### src/rtl/wddl_pkg.sv
// Shared definitions for the WDDL dual-rail receive path.
package wddl_pkg;

  // Rail-pair encodings, ordered {t, f}
  localparam logic [1:0] SPACER  = 2'b00;
  localparam logic [1:0] ONE     = 2'b10;
  localparam logic [1:0] ZERO    = 2'b01;
  localparam logic [1:0] ILLEGAL = 2'b11;

  typedef enum logic [1:0] {
    S_SPACER,
    S_EVAL,
    S_HOLD,
    S_ERR
  } state_e;

  typedef enum logic [1:0] {
    ERR_NONE,
    ERR_ILLEGAL,
    ERR_WITHDRAW,
    ERR_TIMEOUT
  } err_code_e;

endpackage

### src/rtl/wddl_pair_classify.sv
// Word-level classification of WIDTH dual-rail pairs (purely combinational).
module wddl_pair_classify
  import wddl_pkg::*;
#(
  parameter int unsigned WIDTH = 8
) (
  input  logic [WIDTH-1:0] i_t,
  input  logic [WIDTH-1:0] i_f,
  output logic             o_all_spacer,
  output logic             o_all_valid,
  output logic             o_any_illegal
);

  // Fold every pair's encoding into the three word-level flags
  always_comb begin
    o_all_spacer  = 1'b1;
    o_all_valid   = 1'b1;
    o_any_illegal = 1'b0;
    for (int unsigned i = 0; i < WIDTH; i++) begin
      unique case ({i_t[i], i_f[i]})
        SPACER:    o_all_valid = 1'b0;
        ONE, ZERO: o_all_spacer = 1'b0;
        ILLEGAL: begin
          o_all_spacer  = 1'b0;
          o_all_valid   = 1'b0;
          o_any_illegal = 1'b1;
        end
      endcase
    end
  end

endmodule

### src/rtl/wddl_rail_decoder.sv
// Dual-rail (WDDL, return-to-spacer) to single-rail decoder with valid/ready
// output, sticky protocol error reporting and an accepted-word counter.
module wddl_rail_decoder
  import wddl_pkg::*;
#(
  parameter int unsigned WIDTH   = 8,
  parameter int unsigned TIMEOUT = 16,
  parameter int unsigned CNT_W   = 16
) (
  input  logic             clk,
  input  logic             rst,
  input  logic [WIDTH-1:0] din_t,
  input  logic [WIDTH-1:0] din_f,
  output logic [WIDTH-1:0] dout,
  output logic             dout_valid,
  input  logic             dout_ready,
  output logic             err,
  output logic [1:0]       err_code,
  input  logic             err_clr,
  output logic [CNT_W-1:0] word_cnt
);

  localparam int unsigned TW = (TIMEOUT > 1) ? $clog2(TIMEOUT) : 1;

  logic [WIDTH-1:0]   r_t, r_f;
  logic [2*WIDTH-1:0] w_rails;
  logic               w_all_spacer, w_all_valid, w_any_illegal;

  state_e             r_state, w_state_n;
  err_code_e          r_code, w_code_n;
  logic [WIDTH-1:0]   r_dout, w_dout_n;
  logic               r_valid, w_valid_n;
  logic               r_err, w_err_n;
  logic [CNT_W-1:0]   r_cnt, w_cnt_n;
  logic [TW-1:0]      r_timer, w_timer_n;
  logic [2*WIDTH-1:0] r_hi, w_hi_n;

  // Single input register stage; everything downstream sees only r_t/r_f
  always_ff @(posedge clk) begin
    if (rst) begin
      r_t <= '0;
      r_f <= '0;
    end else begin
      r_t <= din_t;
      r_f <= din_f;
    end
  end

  assign w_rails = {r_t, r_f};

  wddl_pair_classify #(.WIDTH(WIDTH)) u_classify (
    .i_t           (r_t),
    .i_f           (r_f),
    .o_all_spacer  (w_all_spacer),
    .o_all_valid   (w_all_valid),
    .o_any_illegal (w_any_illegal)
  );

  // Next-state and next-output logic for the spacer/evaluate/hold/error cycle
  always_comb begin
    w_state_n = r_state;
    w_code_n  = r_code;
    w_dout_n  = r_dout;
    w_valid_n = r_valid;
    w_err_n   = r_err;
    w_cnt_n   = r_cnt;
    w_timer_n = r_timer;
    w_hi_n    = r_hi;
    unique case (r_state)
      S_SPACER: begin
        w_timer_n = '0;
        w_hi_n    = '0;
        if (w_any_illegal) begin
          w_state_n = S_ERR;
          w_err_n   = 1'b1;
          w_code_n  = ERR_ILLEGAL;
        end else if (w_all_spacer) begin
          w_state_n = S_EVAL;
        end
      end
      S_EVAL: begin
        w_hi_n = r_hi | w_rails;
        if (w_any_illegal) begin
          w_state_n = S_ERR;
          w_err_n   = 1'b1;
          w_code_n  = ERR_ILLEGAL;
        end else if (|(r_hi & ~w_rails)) begin
          w_state_n = S_ERR;
          w_err_n   = 1'b1;
          w_code_n  = ERR_WITHDRAW;
        end else if (w_all_valid) begin
          w_dout_n  = r_t;
          w_valid_n = 1'b1;
          w_state_n = S_HOLD;
        end else if (!w_all_spacer) begin
          // Timer counts partial samples already seen; the TIMEOUT-th one errors
          if (r_timer == TW'(TIMEOUT - 1)) begin
            w_state_n = S_ERR;
            w_err_n   = 1'b1;
            w_code_n  = ERR_TIMEOUT;
          end else begin
            w_timer_n = r_timer + 1'b1;
          end
        end
      end
      S_HOLD: begin
        if (w_any_illegal) begin
          w_state_n = S_ERR;
          w_err_n   = 1'b1;
          w_code_n  = ERR_ILLEGAL;
          w_valid_n = 1'b0;
        end else if (dout_ready) begin
          w_valid_n = 1'b0;
          w_cnt_n   = r_cnt + 1'b1;
          w_state_n = S_SPACER;
        end
      end
      S_ERR: begin
        if (err_clr) begin
          w_err_n   = 1'b0;
          w_code_n  = ERR_NONE;
          w_state_n = S_SPACER;
        end
      end
    endcase
  end

  // State and output registers
  always_ff @(posedge clk) begin
    if (rst) begin
      r_state <= S_SPACER;
      r_code  <= ERR_NONE;
      r_dout  <= '0;
      r_valid <= 1'b0;
      r_err   <= 1'b0;
      r_cnt   <= '0;
      r_timer <= '0;
      r_hi    <= '0;
    end else begin
      r_state <= w_state_n;
      r_code  <= w_code_n;
      r_dout  <= w_dout_n;
      r_valid <= w_valid_n;
      r_err   <= w_err_n;
      r_cnt   <= w_cnt_n;
      r_timer <= w_timer_n;
      r_hi    <= w_hi_n;
    end
  end

  assign dout       = r_dout;
  assign dout_valid = r_valid;
  assign err        = r_err;
  assign err_code   = r_code;
  assign word_cnt   = r_cnt;

endmodule
### config.mk
export PLATFORM = sky130hd
export DESIGN_NAME = wddl_rail_decoder
export DESIGN_NICKNAME = d
export VERILOG_FILES = /design/src/rtl/wddl_pkg.sv /design/src/rtl/wddl_pair_classify.sv /design/src/rtl/wddl_rail_decoder.sv
export SDC_FILE = /design/constraint.sdc
export NUM_CORES = 1
export LEC_CHECK = 0
export ABC_AREA = 1
export BUFFER_PORTS_ARGS = -buffer_cell sky130_fd_sc_hd__buf_2
export CORE_ASPECT_RATIO = 1.2
export CORE_MARGIN = 2
export CORE_UTILIZATION = 40
export DETAILED_ROUTE_END_ITERATION = 8
export GPL_TIMING_DRIVEN = 0
export PLACE_DENSITY = 0.65
export SYNTH_ARGS = -nofsm -noshare
export SYNTH_HDL_FRONTEND = slang
export SYNTH_HIERARCHICAL = 1
export SYNTH_SLANG_ARGS = --single-unit
### constraint.sdc
create_clock -name clk -period 3.3 [get_ports clk]
set_input_delay 0.33 -clock clk [delete_from_list [all_inputs] [get_ports clk]]
set_output_delay 0.33 -clock clk [all_outputs]
set_load 0.01 [all_outputs]
# == Yosys cells after proc, flatten, opt, wreduce, memory -nomap -nowiden ==
# Index checks and enable logic that the tools add are counted.
# classes
addsub,2
n_bitwise,5
n_eq_ne,43
reduce_logical,35
mux,61
# op_table
operator,count
"2-bit == test, second input constant",18
1-bit two-way mux,36
16-bit case mux with 2 select lines,1
2-bit two-way mux,14
3-bit OR reduction,8
4-bit two-way mux,5
"2-bit by 1-bit == test with 1-bit output, second input constant",9
2-bit zero test,9
2-bit OR reduction,9
"16-bit by 1-bit adder with 16-bit output, second input constant",1
16-bit bitwise AND,1
16-bit NOT,1
16-bit OR,1
16-bit OR reduction,1
5-bit AND reduction,3
"2-bit inequality test, second input constant",6
"5-bit by 3-bit inequality test with 1-bit output, second input constant",2
"4-bit by 3-bit inequality test with 1-bit output, second input constant",2
2-bit case mux with 4 select lines,1
4-bit case mux with 2 select lines,1
"3-bit by 2-bit inequality test with 1-bit output, second input constant",2
2-bit case mux with 3 select lines,1
6-bit AND reduction,1
"4-bit by 1-bit adder with 4-bit output, second input constant",1
9 further kinds,12
# totals
ff_bits,66
inputBits,20

# == Depth between registers and ports, before layout ==
# logic_depth
depth_word,15
ltp_mapped,16

# == Hierarchy ==
# The synthesis kept the hierarchy.
# by_module_without_submodules
mod,cells_per_inst,area_per_inst_um2,instances
wddl_rail_decoder,393,2861.5,1
wddl_pair_classify,69,399.1,1

# == Worst setup path before layout ==
# OpenSTA, ideal clock, no wires.
# synth_path
path_type,register -> register
start,register r_t[5]
end,register r_cnt[8] (netlist: word_cnt[8])
path_buffers,0
required_time_ps,3185
setup_ps,115
path_stages_with_launch,16
arrival_ps,1784
synth_period_minus_slack_ps,1900
path_slack_ps,1400
cell_sequence,dfxtp_1 -> ha_1 -> inv_1 -> nand2_1 -> nor2_1 -> nand2_1 -> inv_1 -> nand2_1 -> nor2_8 -> nand3_2 -> nor2_2 -> nand2_1 -> inv_2 -> nand2_1 -> o21ai_1 -> nor2_1
# synth_between
elab_chain_len,6
# synth_rtl
element,line,rtl
"start, declared",wddl_rail_decoder.sv:25,"logic [WIDTH-1:0] r_t, r_f;"
"start signal, assigned",wddl_rail_decoder.sv:44,r_t <= din_t;
2-bit == test,wddl_pair_classify.sv:20,"unique case ({i_t[i], i_f[i]})"
1-bit two-way mux (3 in series),wddl_pair_classify.sv:20,
net w_any_illegal,wddl_rail_decoder.sv:27,"logic w_all_spacer, w_all_valid, w_any_illegal;"
1-bit NOT (no line),-,
3-bit AND reduction (no line),-,
"end signal, assigned",wddl_rail_decoder.sv:145,r_cnt <= w_cnt_n;
"end, declared",wddl_rail_decoder.sv:34,"logic [CNT_W-1:0] r_cnt, w_cnt_n;"
# The timed path passes the listed nets, and every way through them passes these cells.
# A chain may end at the register's enable or synchronous reset.

# == Worst setup path after layout ==
# Ends and elaborated chain as after synthesis.

==> impl_results.html <==
<table>
<tr><th>Metric</th><th>Value</th></tr>
<tr><th colspan="2">Run status</th></tr>
<tr><td>Outcome</td><td>finished, final reports clean</td></tr>
<tr><th colspan="2">Timing</th></tr>
<tr><td>Final Hold Fails</td><td>0</td></tr>
<tr><td>Slew HR</td><td>63.6%</td></tr>
<tr><td>Period utilisation layout</td><td>66.6%</td></tr>
<tr><td>Min Clock Period, post-route</td><td>2200 ps</td></tr>
<tr><td>Slew at the pin with the worst max-slew slack</td><td>546 ps</td></tr>
<tr><td>Hold slack</td><td>187 ps</td></tr>
<tr><td>Fin Clk Skew</td><td>10.4 ps</td></tr>
<tr><td>Final TNS setup</td><td>0 ps</td></tr>
<tr><td>Fin worst setup slack</td><td>1100 ps</td></tr>
<tr><td>Pins over their slew limit</td><td>0</td></tr>
<tr><td>Setup repair after global routing missed its margin</td><td>no</td></tr>
<tr><td>Number of failing setup endpoints in the final timing report</td><td>0</td></tr>
<tr><td>Highest clock rate</td><td>455 MHz</td></tr>
<tr><th colspan="2">Hold path</th></tr>
<tr><td>Class of the tightest hold or removal check</td><td>input pin to flop</td></tr>
<tr><td>Hold Path Depth</td><td>3</td></tr>
<tr><th colspan="2">Global routing</th></tr>
<tr><td>Vias in the first global route</td><td>2536</td></tr>
<tr><td>Maximum number of pins on one net before global-route repair</td><td>11</td></tr>
<tr><td>Remaining Overflow, GRT</td><td>0</td></tr>
<tr><td>Antenna violations before repair</td><td>0</td></tr>
<tr><td>Wire length of the first global-routing pass</td><td>11400 um</td></tr>
<tr><td>Total track usage</td><td>16.5%</td></tr>
<tr><th colspan="2">Finish</th></tr>
<tr><td># diodes</td><td>0</td></tr>
<tr><td># nets final</td><td>557</td></tr>
<tr><td>Share of layout cells above drive strength 1</td><td>16.1%</td></tr>
<tr><td>Footprint of the flip-flops and latches</td><td>1320 um^2</td></tr>
<tr><td>Multi-input gate area</td><td>1540 um^2</td></tr>
<tr><td>Layout overhead on the synthesized area</td><td>16.0%</td></tr>
<tr><td>Post-layout instance count excluding filler cells</td><td>618</td></tr>
<tr><td>Fillers</td><td>831</td></tr>
<tr><th colspan="2">Power</th></tr>
<tr><td>P_int</td><td>1370 uW</td></tr>
<tr><td>Share of total power in sequential cells</td><td>44.5%</td></tr>
<tr><td>Power density normalized to cell area</td><td>559 nW/um^2</td></tr>
<tr><td>Proportion of power drawn by combinational gates</td><td>26.8%</td></tr>
<tr><td>Clock power frac</td><td>28.7%</td></tr>
<tr><td>Switching portion of total power</td><td>35.0%</td></tr>
<tr><td>Leakage dissipation</td><td>0.00191 uW</td></tr>
<tr><td>Peak supply drop</td><td>0.233 mV</td></tr>
<tr><td>Power spent charging and discharging nets</td><td>741 uW</td></tr>
<tr><th colspan="2">Flow run</th></tr>
<tr><td>Maximum Capacitance Violations</td><td>0</td></tr>
<tr><th colspan="2">Setup path</th></tr>
<tr><td>Cells along the critical path</td><td>ha_1 -&gt; inv_1 -&gt; nand2_1 -&gt; nor2_1 -&gt; nand2_1 -&gt; inv_1 -&gt; nand2_1 -&gt; nor2_8 -&gt; nand3_2 -&gt; nor2_2 -&gt; nand2_1 -&gt; inv_2 -&gt; nand2_1 -&gt; o21ai_1 -&gt; nor2_1</td></tr>
<tr><td>Worst Reg2Reg Path Length in Cells</td><td>15</td></tr>
<tr><td>Type of the worst setup path</td><td>flop to flop</td></tr>
<tr><td>Slowest cell on the critical path</td><td>sky130_fd_sc_hd__dfxtp_1</td></tr>
<tr><td>Endpoint arrival time on the critical path</td><td>2440 ps</td></tr>
<tr><td>Kind of start point of the critical path</td><td>flop</td></tr>
<tr><td>Required time reported for the critical path endpoint</td><td>3540 ps</td></tr>
<tr><td>Delay of the slowest cell on the worst path</td><td>370 ps</td></tr>
<tr><td>Max FO, Critical Path</td><td>8</td></tr>
<tr><td>Kind of end point of the critical path</td><td>flop</td></tr>
<tr><td>Cell repeated most along the worst path</td><td>sky130_fd_sc_hd__nand2_1</td></tr>
<tr><th colspan="2">Placed design</th></tr>
<tr><td>HPWL after detailed placement</td><td>5100 um</td></tr>
<tr><td>Placer congestion estimate</td><td>0.867</td></tr>
<tr><td>Worst setup timing slack at the placement stage</td><td>1100 ps</td></tr>
<tr><td># port buffers</td><td>46</td></tr>
<tr><td>Number of cells in the design after placement</td><td>603</td></tr>
<tr><th colspan="2">Logic synthesis</th></tr>
<tr><td>Share of the synthesized area in the top cell type</td><td>40.5%</td></tr>
<tr><td>Area leader, netlist</td><td>sky130_fd_sc_hd__dfxtp_1</td></tr>
<tr><td>Number of synthesized register bits</td><td>66</td></tr>
<tr><td>Portion of the post-synthesis area used by sequential elements</td><td>40.5%</td></tr>
<tr><td>Synthesized Nets</td><td>500</td></tr>
<tr><td>Library cells used by synthesis</td><td>35</td></tr>
<tr><td>Yosys warnings</td><td>6</td></tr>
<tr><td>Area contributors post-synth</td><td>sky130_fd_sc_hd__dfxtp_1 (41%), sky130_fd_sc_hd__inv_1 (10%), sky130_fd_sc_hd__nand2_1 (9.9%)</td></tr>
<tr><td>Syn Inst Count</td><td>462</td></tr>
<tr><td>Per-instance average area after synthesis</td><td>7.06 um^2</td></tr>
<tr><td>Post-Synthesis Cell Area</td><td>3260 um^2</td></tr>
<tr><th colspan="2">Die</th></tr>
<tr><td>Area inside the core boundary</td><td>8020 um^2</td></tr>
<tr><td>I/O pin count</td><td>48</td></tr>
<tr><td>Die area</td><td>8890 um^2</td></tr>
<tr><td>Starting Density</td><td>40.7%</td></tr>
<tr><td>Floorplan row count</td><td>36</td></tr>
<tr><td>Die Wd</td><td>86.4 um</td></tr>
<tr><td>Floorplan die height</td><td>103 um</td></tr>
<tr><th colspan="2">Drt</th></tr>
<tr><td>Router iterations before antenna repair</td><td>4</td></tr>
<tr><td>Routed len/inst</td><td>10.8 um</td></tr>
<tr><td>Vias</td><td>2839</td></tr>
<tr><td>Number of DRC violations after detailed-routing iteration 0</td><td>98</td></tr>
<tr><td>DRT Wirelength</td><td>6700 um</td></tr>
<tr><td>Post-detailed-route DRC marker count</td><td>0</td></tr>
<tr><td>Vias per inst</td><td>4.59</td></tr>
<tr><td>Remaining number of nets flagged by the antenna check after routing</td><td>0</td></tr>
<tr><th colspan="2">CTS</th></tr>
<tr><td>Clock-pin transition on the worst setup and hold timing paths</td><td>70 ps</td></tr>
<tr><td>Number of buffers between clock root and the deepest sink</td><td>2</td></tr>
<tr><td>Clock tree from TritonCTS</td><td>yes</td></tr>
<tr><td>Number of sinks on the clock net</td><td>66</td></tr>
<tr><td>Clock insertion delay at the later pin of the skew report</td><td>340 ps</td></tr>
<tr><td>Post-CTS setup buffers</td><td>0</td></tr>
<tr><td>Hold buffer count at cts</td><td>0</td></tr>
<tr><td>Root buf cell</td><td>sky130_fd_sc_hd__clkbuf_8</td></tr>
<tr><td>H-tree depth</td><td>3</td></tr>
<tr><td>Count of instances resized after the clock tree is built</td><td>0</td></tr>
<tr><td>CTS Buf Count</td><td>9</td></tr>
</table>
stage by stage:
step	power, uW	utilization (%)	instance area (um^2)
2_1_floorplan	1390	-	3260
3_3_place_gp	1520	45.0	3610
3_5_place_dp	1530	45.0	3610
4_1_cts	2140	47.2	3780
5_1_grt	2280	47.2	3780
6_report	2110	47.2	3780
power groups by stage:
stage | Combinational (uW) | Sequential [uW] | Clock (uW)
2_1_floorplan | 432 | 953 | 0
3_3_place_gp | 559 | 957 | 0
3_5_place_dp | 571 | 959 | 0
4_1_cts | 573 | 942 | 627
5_1_grt | 666 | 953 | 663
6_report | 567 | 941 | 606
placed cells by master (no fill, tap or decap), drive strengths merged:
cell      count
xor2          2
o21ai        16
buf          49
or2           1
clkinv        3
nand2        89
ha           18
a211oi        1
o21a          1
nor3b         2
a21oi        42
clkbuf       19
and3          1
a31oi         1
nand4         6
xnor2         3
dfxtp        66
nor3         16
nor2         80
nand3b        1
clkinvlp      1
inv          92
nand3        13
cell usage after synthesis (all sizes together):
master,count
or2,1
nor3b,2
xor2,2
buf,3
and3,1
o21ai,16
nand4,6
nand3b,1
o21a,1
a211oi,1
a31oi,1
nor2,80
ha,18
nor3,16
xnor2,3
a21oi,42
inv,92
nand2,89
nand3,13
dfxtp,66
clkinv,2
clkbuf,6
final cells by class:
class                           count  area share (%)
Clock inverter                      2           0.331
Timing Repair Buffer               46            6.09
Clock buffer                       13            4.20
Tap cell                           95            3.14
Multi-Input combinational cell    293            40.7
Buffer                              9            1.16
Inverter                           94            9.46
Sequential cell                    66            34.9
routing by layer:
layer  GRT usage [%]  wire length [um]
met1            19.5              3120
met2            28.2              3240
met3            4.64               239
met4            6.61                99
met5               0                 0
worst paths after layout:
path	from	end	slack, ps
setup / recovery	r_t[5]	word_cnt[8]	1100
setup reg to reg	r_t[5]	word_cnt[8]	1100
hold reg to reg	dout_valid	dout_valid	450
hold / removal	din_t[4]	r_t[4]	190
sequential cells by signal, indices dropped and copies added (netlist names):
name	count
r_hi	16
word_cnt	16
dout	8
r_f	8
r_t	8
r_timer	4
err_code	2
r_state	2
dout_valid	1
err	1
kinds of logic after synthesis:
| logic type | share of synthesized area (%) |
|---|---|
| fa+ha+maj | 6.91 |
| flops | 40.5 |
| simple gates | 29.4 |
| xor+xnor | 1.34 |
| buf+inv | 12.3 |
| compound gates | 9.55 |
critical path, delay by kind of cell (launching register included):
family / cells / cell delay, ps
buffers and inverters: 3 / 310
and+or+nand+nor: 10 / 1090
AOI/OAI and AO/OA: 1 / 110
DFF: 1 / 370
adders and majority gates: 1 / 220
Power figures use the tool's default switching activity.
